<file path="src/rtl/elbeth_lsu.sv">
// ELBETH load/store unit: turns one byte-addressed load/store into a single
// word-addressed transaction on the data port of elbeth_memory.
module elbeth_lsu #(
   parameter int ADDR_WIDTH     = 10,
   parameter int TIMEOUT_CYCLES = 16
) (
   input  logic                  clk,
   input  logic                  rst,
   input  logic                  lsu_req,
   input  logic                  lsu_we,
   input  logic [1:0]            lsu_size,
   input  logic                  lsu_unsigned,
   input  logic [ADDR_WIDTH-1:0] lsu_addr,
   input  logic [31:0]           lsu_wdata,
   output logic [31:0]           lsu_rdata,
   output logic                  lsu_valid,
   output logic                  lsu_busy,
   output logic                  lsu_fault,
   output logic [1:0]            lsu_fault_code,
   output logic                  mem_enable,
   output logic [ADDR_WIDTH-3:0] mem_addr,
   output logic [31:0]           mem_data_in,
   output logic [3:0]            mem_wr,
   input  logic [31:0]           mem_data_out,
   input  logic                  mem_ready
);

   typedef enum logic [1:0] {
      IDLE   = 2'd0,
      ACCESS = 2'd1,
      RESP   = 2'd2
   } state_t;

   localparam logic [1:0] FC_NONE     = 2'b00;
   localparam logic [1:0] FC_MISALIGN = 2'b01;
   localparam logic [1:0] FC_SIZE     = 2'b10;
   localparam logic [1:0] FC_TIMEOUT  = 2'b11;
   localparam logic [7:0] CNT_LAST    = 8'(TIMEOUT_CYCLES - 1);

   state_t      state_q, state_d;
   logic [7:0]  cnt_q;
   logic [1:0]  chk_code;
   logic        timeout;
   logic        req_we;
   logic [1:0]  req_size;
   logic [1:0]  req_lo;
   logic        req_unsigned;

   function automatic logic [3:0] lane_mask(input logic [1:0] size, input logic [1:0] a);
      case (size)
         2'b00:   lane_mask = 4'b0001 << a;
         2'b01:   lane_mask = a[1] ? 4'b1100 : 4'b0011;
         2'b10:   lane_mask = 4'b1111;
         default: lane_mask = 4'b0000;
      endcase
   endfunction

   function automatic logic [31:0] lane_data(input logic [1:0] size, input logic [1:0] a,
                                             input logic [31:0] wd);
      case (size)
         2'b00:   lane_data = {24'd0, wd[7:0]} << {a, 3'b000};
         2'b01:   lane_data = a[1] ? {wd[15:0], 16'd0} : {16'd0, wd[15:0]};
         2'b10:   lane_data = wd;
         default: lane_data = 32'd0;
      endcase
   endfunction

   // Move the addressed lane(s) down to bit 0, then sign- or zero-extend.
   function automatic logic [31:0] load_extract(input logic [1:0] size, input logic [1:0] a,
                                                input logic uns, input logic [31:0] d);
      logic [31:0] sh;
      sh = 32'd0;
      case (size)
         2'b00: begin
            sh = d >> {a, 3'b000};
            load_extract = {{24{~uns & sh[7]}}, sh[7:0]};
         end
         2'b01: begin
            sh = a[1] ? (d >> 16) : d;
            load_extract = {{16{~uns & sh[15]}}, sh[15:0]};
         end
         default: load_extract = d;
      endcase
   endfunction

   always_comb begin
      state_d  = state_q;
      chk_code = FC_NONE;
      if (lsu_size == 2'b11)
         chk_code = FC_SIZE;
      else if ((lsu_size == 2'b01 && lsu_addr[0]) ||
               (lsu_size == 2'b10 && lsu_addr[1:0] != 2'b00))
         chk_code = FC_MISALIGN;
      timeout = (cnt_q == CNT_LAST) && !mem_ready;
      case (state_q)
         IDLE:    if (lsu_req) state_d = (chk_code != FC_NONE) ? RESP : ACCESS;
         ACCESS:  if (mem_ready || timeout) state_d = RESP;
         RESP:    state_d = IDLE;
         default: state_d = IDLE;
      endcase
   end

   always_ff @(posedge clk or negedge rst) begin
      if (!rst) state_q <= IDLE;
      else      state_q <= state_d;
   end

   assign lsu_busy = (state_q != IDLE);

   // Request fields needed after acceptance for lane extraction.
   always_ff @(posedge clk) begin
      if (state_q == IDLE && lsu_req) begin
         req_we       <= lsu_we;
         req_size     <= lsu_size;
         req_lo       <= lsu_addr[1:0];
         req_unsigned <= lsu_unsigned;
      end
   end

   // Response fields are one-cycle pulses; memory drive is held through ACCESS.
   always_ff @(posedge clk or negedge rst) begin
      if (!rst) begin
         lsu_rdata      <= 32'd0;
         lsu_valid      <= 1'b0;
         lsu_fault      <= 1'b0;
         lsu_fault_code <= FC_NONE;
         mem_enable     <= 1'b0;
         mem_addr       <= '0;
         mem_data_in    <= 32'd0;
         mem_wr         <= 4'b0000;
         cnt_q          <= 8'd0;
      end else begin
         lsu_rdata      <= 32'd0;
         lsu_valid      <= 1'b0;
         lsu_fault      <= 1'b0;
         lsu_fault_code <= FC_NONE;
         case (state_q)
            IDLE: begin
               if (lsu_req) begin
                  if (chk_code != FC_NONE) begin
                     lsu_valid      <= 1'b1;
                     lsu_fault      <= 1'b1;
                     lsu_fault_code <= chk_code;
                  end else begin
                     mem_enable  <= 1'b1;
                     mem_addr    <= lsu_addr[ADDR_WIDTH-1:2];
                     mem_wr      <= lsu_we ? lane_mask(lsu_size, lsu_addr[1:0]) : 4'b0000;
                     mem_data_in <= lsu_we ? lane_data(lsu_size, lsu_addr[1:0], lsu_wdata) : 32'd0;
                     cnt_q       <= 8'd0;
                  end
               end
            end
            ACCESS: begin
               if (mem_ready || timeout) begin
                  mem_enable  <= 1'b0;
                  mem_wr      <= 4'b0000;
                  mem_data_in <= 32'd0;
                  lsu_valid   <= 1'b1;
                  if (mem_ready) begin
                     lsu_rdata <= req_we ? 32'd0
                                         : load_extract(req_size, req_lo, req_unsigned, mem_data_out);
                  end else begin
                     lsu_fault      <= 1'b1;
                     lsu_fault_code <= FC_TIMEOUT;
                  end
               end else begin
                  cnt_q <= cnt_q + 8'd1;
               end
            end
            default: ;
         endcase
      end
   end

endmodule

</file>
<file path="config.mk">
export PLATFORM = sky130hd
export DESIGN_NAME = elbeth_lsu
export DESIGN_NICKNAME = d
export VERILOG_FILES = /design/src/rtl/elbeth_lsu.sv
export SDC_FILE = /design/constraint.sdc
export NUM_CORES = 1
export LEC_CHECK = 0
export BUFFER_PORTS_ARGS = -buffer_cell sky130_fd_sc_hd__buf_2
export CAP_MARGIN = 5
export CORE_ASPECT_RATIO = 2
export CORE_MARGIN = 1
export CORE_UTILIZATION = 41
export DETAILED_ROUTE_END_ITERATION = 6
export HOLD_SLACK_MARGIN = 0.02
export PLACE_DENSITY = 0.69
export SKIP_LAST_GASP = 1
export SLEW_MARGIN = 30
export SYNTH_ARGS = -nofsm -noshare
export SYNTH_HDL_FRONTEND = slang
export SYNTH_SLANG_ARGS = --single-unit
</file>
<file path="constraint.sdc">
create_clock -name clk -period 2.2 [get_ports clk]
set_input_delay 0.22 -clock clk [delete_from_list [all_inputs] [get_ports clk]]
set_output_delay 0.22 -clock clk [all_outputs]
set_load 0.01 [all_outputs]
</file>
==> metrics.txt, run 1 <==
outcome finished clean; most common cell after layout, fill and taps aside buf_2; delay of the slowest cell on the worst path 0.46 ns; Clock Path Buffers 2; DRC Markers 0; Setup crit start kind register; post-DR vias/cell 5.46; Die ar. 10900 µm²; Power Density 820 nW/µm²; largest area contributor in the netlist dfrtp_1; crit path cell chain nor4_2 > a21o_1 > a21oi_4 > buf_12 > a22o_1; Filler Cells Inserted 919; via count 3794; final period utilization 0.807; number of global-route vias before repair 3800; flop-to-flop setup slack 0.42 ns; largest net degree at the start of global routing 55; min-delay src lsu_addr[4]; drt wl/cell 17.6 µm; LEAKAGE 2.97 nW; num rows 52; r2r worst-path depth 5; asr flop ratio synth 0.938; DP Area 5320 µm²; port bufs 163; Synth top area share 0.528; Least-Margin Pin Slew 0.689 ns; relative slew slack 0.541; Detail Route Antenna Nets 0; Final nets 638; CTS root buf clkbuf_16; Worst-path clk slew 0.07 ns; Post-Syn Nets 473; Worst Hold Class input pin to register; post_cts resized 0; Mapped Cells 390; reg2reg end mem_data_in[4]; Min Hold Slack 0.0651 ns; #FFs+latches synth 97; Fin Clk Skew 0.00954 ns; TritonCTS Buffers 9; delay-heaviest family, CP compound AO/OA/AOI/OAI gates; Worst Path Buf+Inv 1; CP max stage cell nor4_2; clk sinks 97; # setup viols final 0; setup TNS 0 ns; Placer Congestion 0.862; top post-synthesis cells by area dfrtp_1, nand2_1, o2bb2ai_1; Layout area overhead 30.8%; Critical Path Fanout Max 36; VDD IR-drop max 0.485 mV; r2r startpoint cnt_q[4]; Final Hold Fails 0; # diodes 0; GRT overflow 0; Post-CTS Setup Bufs 0; Yosys Warn Count 0; CP Capture Type register; Initial Utilization 0.425; final WL 12200 µm; die width 74.5 µm; DRT Pass-1 Iters 5; Pins Over Slew Limit 0; data required time of the worst path 2.42 ns; Final Instance Count excl. Fillers 695; core area 10100 µm²; most common flop cell mapped by yosys dfrtp_1; post-synthesis sequential area ratio 0.570; CTS tree done; Placement Setup Slack 0.447 ns; H-tree depth 3; Total Power 4.62 mW; Worst EP arrival 2.00 ns; Util after Layout 0.555; type of the worst setup path register to register; max-cap violations 0; worst hold path endpoint mem_addr[2]; initial antenna violation count 0; Starting DRT DRC Count 248; Finished Cell Area 5640 µm²; Peak Freq 563 MHz; share of layout cells above drive strength 1 0.384; most frequent cells in the layout buf_2, dfrtp_1, nand2_1; hold depth 3; IO Pins 164; placed insts 678; DP HPWL 9200 µm; gr usage total 0.232; number of flops mapped to enable cells by yosys 6; slack of the critical path 0.424 ns; Die H 147 µm; Mapped Area 4310 µm²; cts-stage hold buffer count 1; RSZ-0062 raised after global routing false; Tmin final 1.78 ns; Synth Area per Inst 11.0 µm²; first-pass GRT wire length 19000 µm; synth unique cells 51; clk_lat worst skew 0.34 ns
worst register-to-register path: cells and delay by family, from the launching register on:
| family | cells | cell delay, ns |
|---|---|---|
| AO/OA/AOI/OAI | 3 | 0.59 |
| buffers and inverters | 1 | 0.18 |
| flip-flops | 1 | 0.43 |
| AND/OR/NAND/NOR | 1 | 0.46 |
synth_stat cells, drive strengths merged, types with 2 or more instances:
library cell and instances:
dfrtp 91, nand2 70, nor2 27, o2bb2ai 25, a22oi 17, a222oi 15, nor3 15, buf 14
clkbuf 13, o21ai 13, a22o 9, a211oi 8, a2bb2oi 8, mux2 7, edfxtp 6, nand3 6
nor2b 6, a21o 5, inv 5, xnor2 4, nor4 3, a21oi 2, and3 2, mux2i 2
nand2b 2, nor3b 2
cell type report:
cell class              instances  area (µm²)  area share
repair buffers                181         981       0.174
multi-input cells             261        1700       0.302
inverters                       5        18.8     0.00333
clock buffers                   9         225      0.0400
well taps                     135         169      0.0300
clock inverters                 7        83.8      0.0149
flip-flops and latches         97        2460       0.436
state kept, by name (all words and copies together) (netlist names), 2 cells and up:
signal	count
lsu_rdata	32
mem_data_in	32
cnt_q	8
mem_addr	8
mem_wr	4
lsu_fault_code	2
req_lo	2
req_size	2
state_q	2
where the power goes:
part | internal (mW) | switching [mW]
Sequential | 1.99 | 0.117
Clock | 0.904 | 0.702
Combinational | 0.389 | 0.519
Total | 3.28 | 1.34
layer usage:
metal  track usage  routed length, µm  vias to the layer above
met2         0.433               6810                      170
li1              -                  -                     1772
met1         0.239               4470                     1837
met5             0                  0                        -
met3        0.0556                681                       15
met4        0.0840                257                        0
kinds of logic (layout without fill, tap and decap cells):
logic type,count (synthesis),count (layout),share of synthesized area
AO/OA/AOI/OAI,107,107,0.204
buffers and inverters,32,202,0.0351
AND/OR/NAND/NOR,138,138,0.150
adder cells (fa/ha/maj),1,1,0.00290
flip-flops,97,97,0.570
multiplexers,10,10,0.0282
XOR/XNOR,5,5,0.0102
worst max-delay path by stage:
stage                           from  cells past startpoint  slack (ns)              end
after floorplan             cnt_q[0]                      6        0.57  mem_data_in[13]
after detailed placement   req_lo[1]                      4        0.45    lsu_rdata[26]
after global routing      state_q[0]                      6        0.30         cnt_q[4]
final                       cnt_q[4]                      5        0.42   mem_data_in[4]
after CTS                   cnt_q[4]                      5        0.43   mem_data_in[4]
after global placement    state_q[0]                      6        0.48         cnt_q[4]
Note: power is estimated with default switching activity, not from simulation.
==> inputs of run 2 (changes only) <==
- PLACE_DENSITY: 0.69 -> 0.71
- clock period: 2.2 -> 1.6 ns (I/O delays scaled with it)
==> metrics.txt, run 2 (synthesis results as in run 1) <==
part of the power in the clock network 0.318 (was 0.348); cell internal pwr 4.53 mW (was 3.28 mW); Worst Hold Class input pin to register (unchanged); Tmin final 1.67 ns (was 1.78 ns); min-delay src mem_data_out[28] (was lsu_addr[4]); Min Hold Slack 0.0302 ns (was 0.0651 ns); number of global-route vias before repair 4060 (was 3800); drt wl/cell 18.2 µm (was 17.6 µm); # setup viols final 4 (was 0); Worst-path clk slew 0.07 ns (about the same); Sequential Power Share 0.444 (was 0.456); num rows 52 (unchanged); Total Power 6.49 mW (was 4.62 mW); first-pass GRT wire length 20200 µm (was 19000 µm); reg2reg end lsu_rdata[10] (was mem_data_in[4]); most frequent cells in the layout buf_2, dfrtp_1, nand2_1 (unchanged); Critical Path Fanout Max 3 (was 36); FF/Latch Area 2460 µm² (unchanged); Comb pwr share 0.238 (was 0.197); # diodes 0 (unchanged); type of the worst setup path register to register (unchanged); Peak Freq 599 MHz (was 563 MHz); flop-to-flop setup slack -0.07 ns (was 0.42 ns); post-DR vias/cell 5.53 (was 5.46); clk sinks 97 (unchanged); clk_lat worst skew 0.35 ns (was 0.34 ns); DP HPWL 9470 µm (was 9200 µm); VDD IR-drop max 0.624 mV (was 0.485 mV); net switching power 1.96 mW (was 1.34 mW); max-cap violations 0 (unchanged); Clock Path Buffers 2 (unchanged); relative slew slack 0.431 (was 0.541); CP endpoint lsu_rdata[10] (was mem_data_in[4]); outcome finished, violations left (was finished clean); Starting DRT DRC Count 335 (was 248); Worst EP arrival 1.90 ns (was 2.00 ns); Final nets 682 (was 638); data required time of the worst path 1.83 ns (was 2.42 ns); most common cell after layout, fill and taps aside buf_2 (unchanged); Placer Congestion 0.922 (was 0.862); Setup crit start req_lo[1] (was cnt_q[4]); Final Hold Fails 0 (unchanged); final WL 13400 µm (was 12200 µm); Sw Ratio 0.302 (was 0.290); LEAKAGE 3.19 nW (was 2.97 nW); Die H 147 µm (unchanged); biggest regs lsu_rdata: 32 flops, mem_data_in: 32 flops (unchanged); CTS tree done (unchanged); die width 74.5 µm (unchanged); port bufs 163 (unchanged); DRC Markers 0 (unchanged); CP Capture Type register (unchanged); H-tree depth 3 (unchanged); GRT overflow 0 (unchanged); RSZ-0062 raised after global routing true (was false); Pins Over Slew Limit 0 (unchanged); DRT Pass-1 Iters 7 (was 5); slack of the critical path -0.0708 ns (was 0.424 ns); Filler Cells Inserted 882 (was 919); r2r startpoint req_lo[1] (was cnt_q[4]); Initial Utilization 0.425 (unchanged); r2r worst-path depth 5 (unchanged); Layout area overhead 42.6% (was 30.8%); core area 10100 µm² (unchanged); Fin Clk Skew 0.00939 ns (was 0.00954 ns); Setup crit start kind register (unchanged); IO Pins 164 (unchanged); Least-Margin Pin Slew 0.847 ns (was 0.689 ns); Die ar. 10900 µm² (unchanged); Detail Route Antenna Nets 0 (unchanged); multi-input logic area 1850 µm² (was 1700 µm²); initial antenna violation count 0 (unchanged); gr usage total 0.249 (was 0.232); TritonCTS Buffers 9 (unchanged); Power Density 1060 nW/µm² (was 820 nW/µm²); failing checks negative setup slack; largest net degree at the start of global routing 78 (was 55); share of layout cells above drive strength 1 0.447 (was 0.384); CTS root buf clkbuf_16 (unchanged); final period utilization 1.04 (was 0.807); via count 4085 (was 3794)
==> run 2: cell count changes in the layout (fill, tap and decap cells not counted), sizes merged <==
cell	before	now
bufinv	1	0
clkinvlp	1	3
buf	180	214
inv	9	8
dlygate4sd3	1	11
==> run 2: per-stage QoR <==
step	setup TNS (ns)	util	area [µm²]	instances	worst slack, ns
after floorplan	-0.216	-	4310	390	-0.0108
after global placement	0	0.542	5500	701	0.00753
after detailed placement	-0.473	0.542	5500	701	-0.0746
after CTS	-1.06	0.603	6120	737	-0.0481
after global routing	-2.07	0.605	6140	739	-0.0955
final	-0.0840	0.605	6140	739	-0.0708
==> run 2: power groups by stage <==
| stage | Clock, mW | Sequential [mW] | Combinational [mW] |
|---|---|---|---|
| 6_report | 2.07 | 2.88 | 1.54 |
| 5_1_grt | 2.21 | 2.91 | 1.67 |
| 4_1_cts | 2.10 | 2.87 | 1.55 |
| 3_5_place_dp | 0 | 2.91 | 1.37 |
| 3_3_place_gp | 0 | 2.91 | 1.34 |
| 2_1_floorplan | 0 | 3.02 | 0.576 |
==> run 2: layout make-up <==
| class | count | share of cell area |
|---|---|---|
| timing repair buffer | 225 | 0.221 |
| clock buffer | 9 | 0.0367 |
| sequential | 97 | 0.400 |
| inverter | 5 | 0.00305 |
| tap | 135 | 0.0275 |
| clock inverter | 7 | 0.00978 |
| multi-input combinational | 261 | 0.302 |
==> run 2: layer usage <==
| metal | GRT usage | wire length [µm] | vias up |
|---|---|---|---|
| li1 | - | - | 1856 |
| met1 | 0.245 | 4420 | 1959 |
| met2 | 0.454 | 7420 | 227 |
| met3 | 0.0494 | 871 | 43 |
| met4 | 0.151 | 734 | 0 |
| met5 | 0 | 0 | - |
==> run 2: worst max-delay path, cell delays in order (launching register included) <==
cell      delay, ns
edfxtp_1       0.37
mux4_2         0.54
nor3b_4        0.18
buf_4          0.15
a211oi_2       0.25
nor3_2         0.06
==> run 2: how the worst min path moves through the flow <==
stage          cells after the start       endpoint
2_1_floorplan                      0       cnt_q[0]
3_3_place_gp                       1  lsu_rdata[28]
3_5_place_dp                       1  lsu_rdata[24]
4_1_cts                            1      req_lo[1]
5_1_grt                            1      req_lo[1]
6_report                           3  lsu_rdata[28]
==> run 2: repair_timing <==
| action | CTS | global route |
|---|---|---|
| setup endpoints to repair | 40 | 66 |
| setup buffers | 7 | 6 |
| hold buffers | 11 | 0 |
| gates resized for setup | 24 | 14 |
| pin swaps | 11 | 12 |
| hold endpoints to repair | 24 | 0 |
| gates cloned | 2 | 1 |
==> inputs of run 3 (changes only) <==
- REMOVE_ABC_BUFFERS: unset -> 1
==> metrics.txt, run 3 (synthesis results as in run 1) <==
outcome finished, violations left (unchanged); failing checks negative setup slack (unchanged); Die H 147 µm (unchanged); Power Density 1060 nW/µm² (about the same); most common cell after layout, fill and taps aside buf_2 (unchanged); relative slew slack 0.314 (was 0.431); Placement Setup Slack -0.0703 ns (was -0.0746 ns); die width 74.5 µm (unchanged); CTS tree done (unchanged); clk sinks 97 (unchanged); Util after Layout 0.611 (was 0.605); final WL 13100 µm (was 13400 µm); Min Hold Slack 0.0417 ns (was 0.0302 ns); placed insts 698 (was 701); # diodes 0 (unchanged); data required time of the worst path 1.82 ns (was 1.83 ns); Worst Hold Class input pin to register (unchanged); # setup viols final 11 (was 4); Die ar. 10900 µm² (unchanged); final period utilization 1.02 (was 1.04); IO Pins 164 (unchanged); min-delay src lsu_addr[7] (was mem_data_out[28]); Final nets 678 (was 682); Final Hold Fails 0 (unchanged); GRT overflow 0 (unchanged); Setup crit start req_lo[1] (unchanged); Starting DRT DRC Count 243 (was 335); CP Capture Type register (unchanged); r2r startpoint req_lo[1] (unchanged); TritonCTS Buffers 9 (unchanged); slack of the critical path -0.0351 ns (was -0.0708 ns); initial antenna violation count 0 (unchanged); Detail Route Antenna Nets 0 (unchanged); LEAKAGE 3.21 nW (was 3.19 nW); most frequent cells in the layout buf_2, dfrtp_1, nand2_1 (unchanged); first-pass GRT wire length 19800 µm (was 20200 µm); RSZ-0062 raised after global routing true (unchanged); drt wl/cell 17.8 µm (was 18.2 µm); Worst EP arrival 1.85 ns (was 1.90 ns); Peak Freq 612 MHz (was 599 MHz); Least-Margin Pin Slew 1.02 ns (was 0.847 ns); via count 4044 (was 4085); number of global-route vias before repair 4180 (was 4060); Initial Utilization 0.425 (unchanged); CP max stage cell mux4_2 (unchanged); DP HPWL 9230 µm (was 9470 µm); Layout area overhead 43.8% (was 42.6%); core area 10100 µm² (unchanged); post-DR vias/cell 5.50 (was 5.53); type of the worst setup path register to register (unchanged); max-cap violations 0 (unchanged); Final Instance Count excl. Fillers 735 (was 739); crit path cell chain mux4_2 > nor3b_4 > buf_4 > a211oi_1 > nor3_1 (was mux4_2 > nor3b_4 > buf_4 > a211oi_2 > nor3_2); Pins Over Slew Limit 0 (unchanged); Setup crit start kind register (unchanged); VDD IR-drop max 0.596 mV (was 0.624 mV); Critical Path Fanout Max 3 (unchanged); Worst-path clk slew 0.07 ns (about the same); Clock Path Buffers 2 (unchanged); Fin Clk Skew 0.00872 ns (was 0.00939 ns); clk_lat worst skew 0.34 ns (was 0.35 ns); DRT Pass-1 Iters 6 (was 7); port bufs 163 (unchanged); DRC Markers 0 (unchanged); share of layout cells above drive strength 1 0.462 (was 0.447); gr usage total 0.240 (was 0.249); delay of the slowest cell on the worst path 0.54 ns (about the same); num rows 52 (unchanged); Tmin final 1.64 ns (was 1.67 ns); H-tree depth 3 (unchanged); largest net degree at the start of global routing 55 (was 78); Placer Congestion 0.854 (was 0.922); CTS root buf clkbuf_16 (unchanged); biggest regs lsu_rdata: 32 flops, mem_data_in: 32 flops (unchanged)
==> run 3: layout make-up <==
class / count / area (µm²)
Sequential cell: 97 / 2460
Inverter: 5 / 18.8
Tap cell: 135 / 169
Clock buffer: 10 / 239
Clock inverter: 6 / 66.3
Multi-Input combinational cell: 261 / 1860
Fill cell: 868 / 3950
Timing Repair Buffer: 221 / 1390
==> run 3: path summary, 6_finish.rpt <==
path	endpoint	slack [ns]	cells past startpoint
worst max-delay path	lsu_rdata[14]	-0.04	5
worst min-delay path	mem_addr[5]	0.04	3
worst max register to register	lsu_rdata[14]	-0.04	5
worst min register to register	mem_addr[0]	0.47	2
max in group asynchronous	lsu_rdata[5]	0.84	3
min in group asynchronous	mem_data_in[16]	0.35	3
==> run 3: timing repair <==
action / 4_1_cts / 5_1_grt
endpoints found under the setup margin: 47 / 63
gates resized for setup: 9 / 39
setup buffers: 4 / 6
hold endpoints to repair: 99 / 0
pin swaps: 5 / 11
hold buffers: 9 / 0
cloned: 1 / 3
==> run 3: metrics by stage <==
stage          TNS, ns  total power [mW]  area [µm²]
2_1_floorplan   -12.90              3.54        4180
3_3_place_gp   -0.0196              4.24        5510
3_5_place_dp     -1.21              4.28        5510
4_1_cts         -0.265              6.58        5990
5_1_grt          -2.31              6.89        6200
6_report        -0.104              6.60        6200
==> run 3: where the power goes <==
part / internal [mW] / total (mW) / leakage (nW) / switching (mW)
sequential: 2.74 / 2.88 / 1.30 / 0.144
clock: 1.26 / 2.20 / 0.149 / 0.937
combinational: 0.727 / 1.52 / 1.77 / 0.796
total: 4.72 / 6.60 / 3.21 / 1.88
==> run 3: critical path, delay by kind of cell, from the launching register on <==
family	cells	cell delay [ns]
AND/OR/NAND/NOR	2	0.26
buffers and inverters	1	0.14
AO/OA/AOI/OAI	1	0.22
flip-flops	1	0.37
multiplexers	1	0.54
==> run 3: layer usage <==
metal  global-route usage  part of all wire  vias up
met5                    0                 0        -
met4                0.125             0.049        0
met3               0.0487             0.063       42
met2                0.442              0.55      225
met1                0.242              0.34     1934
li1                     -                 -     1843
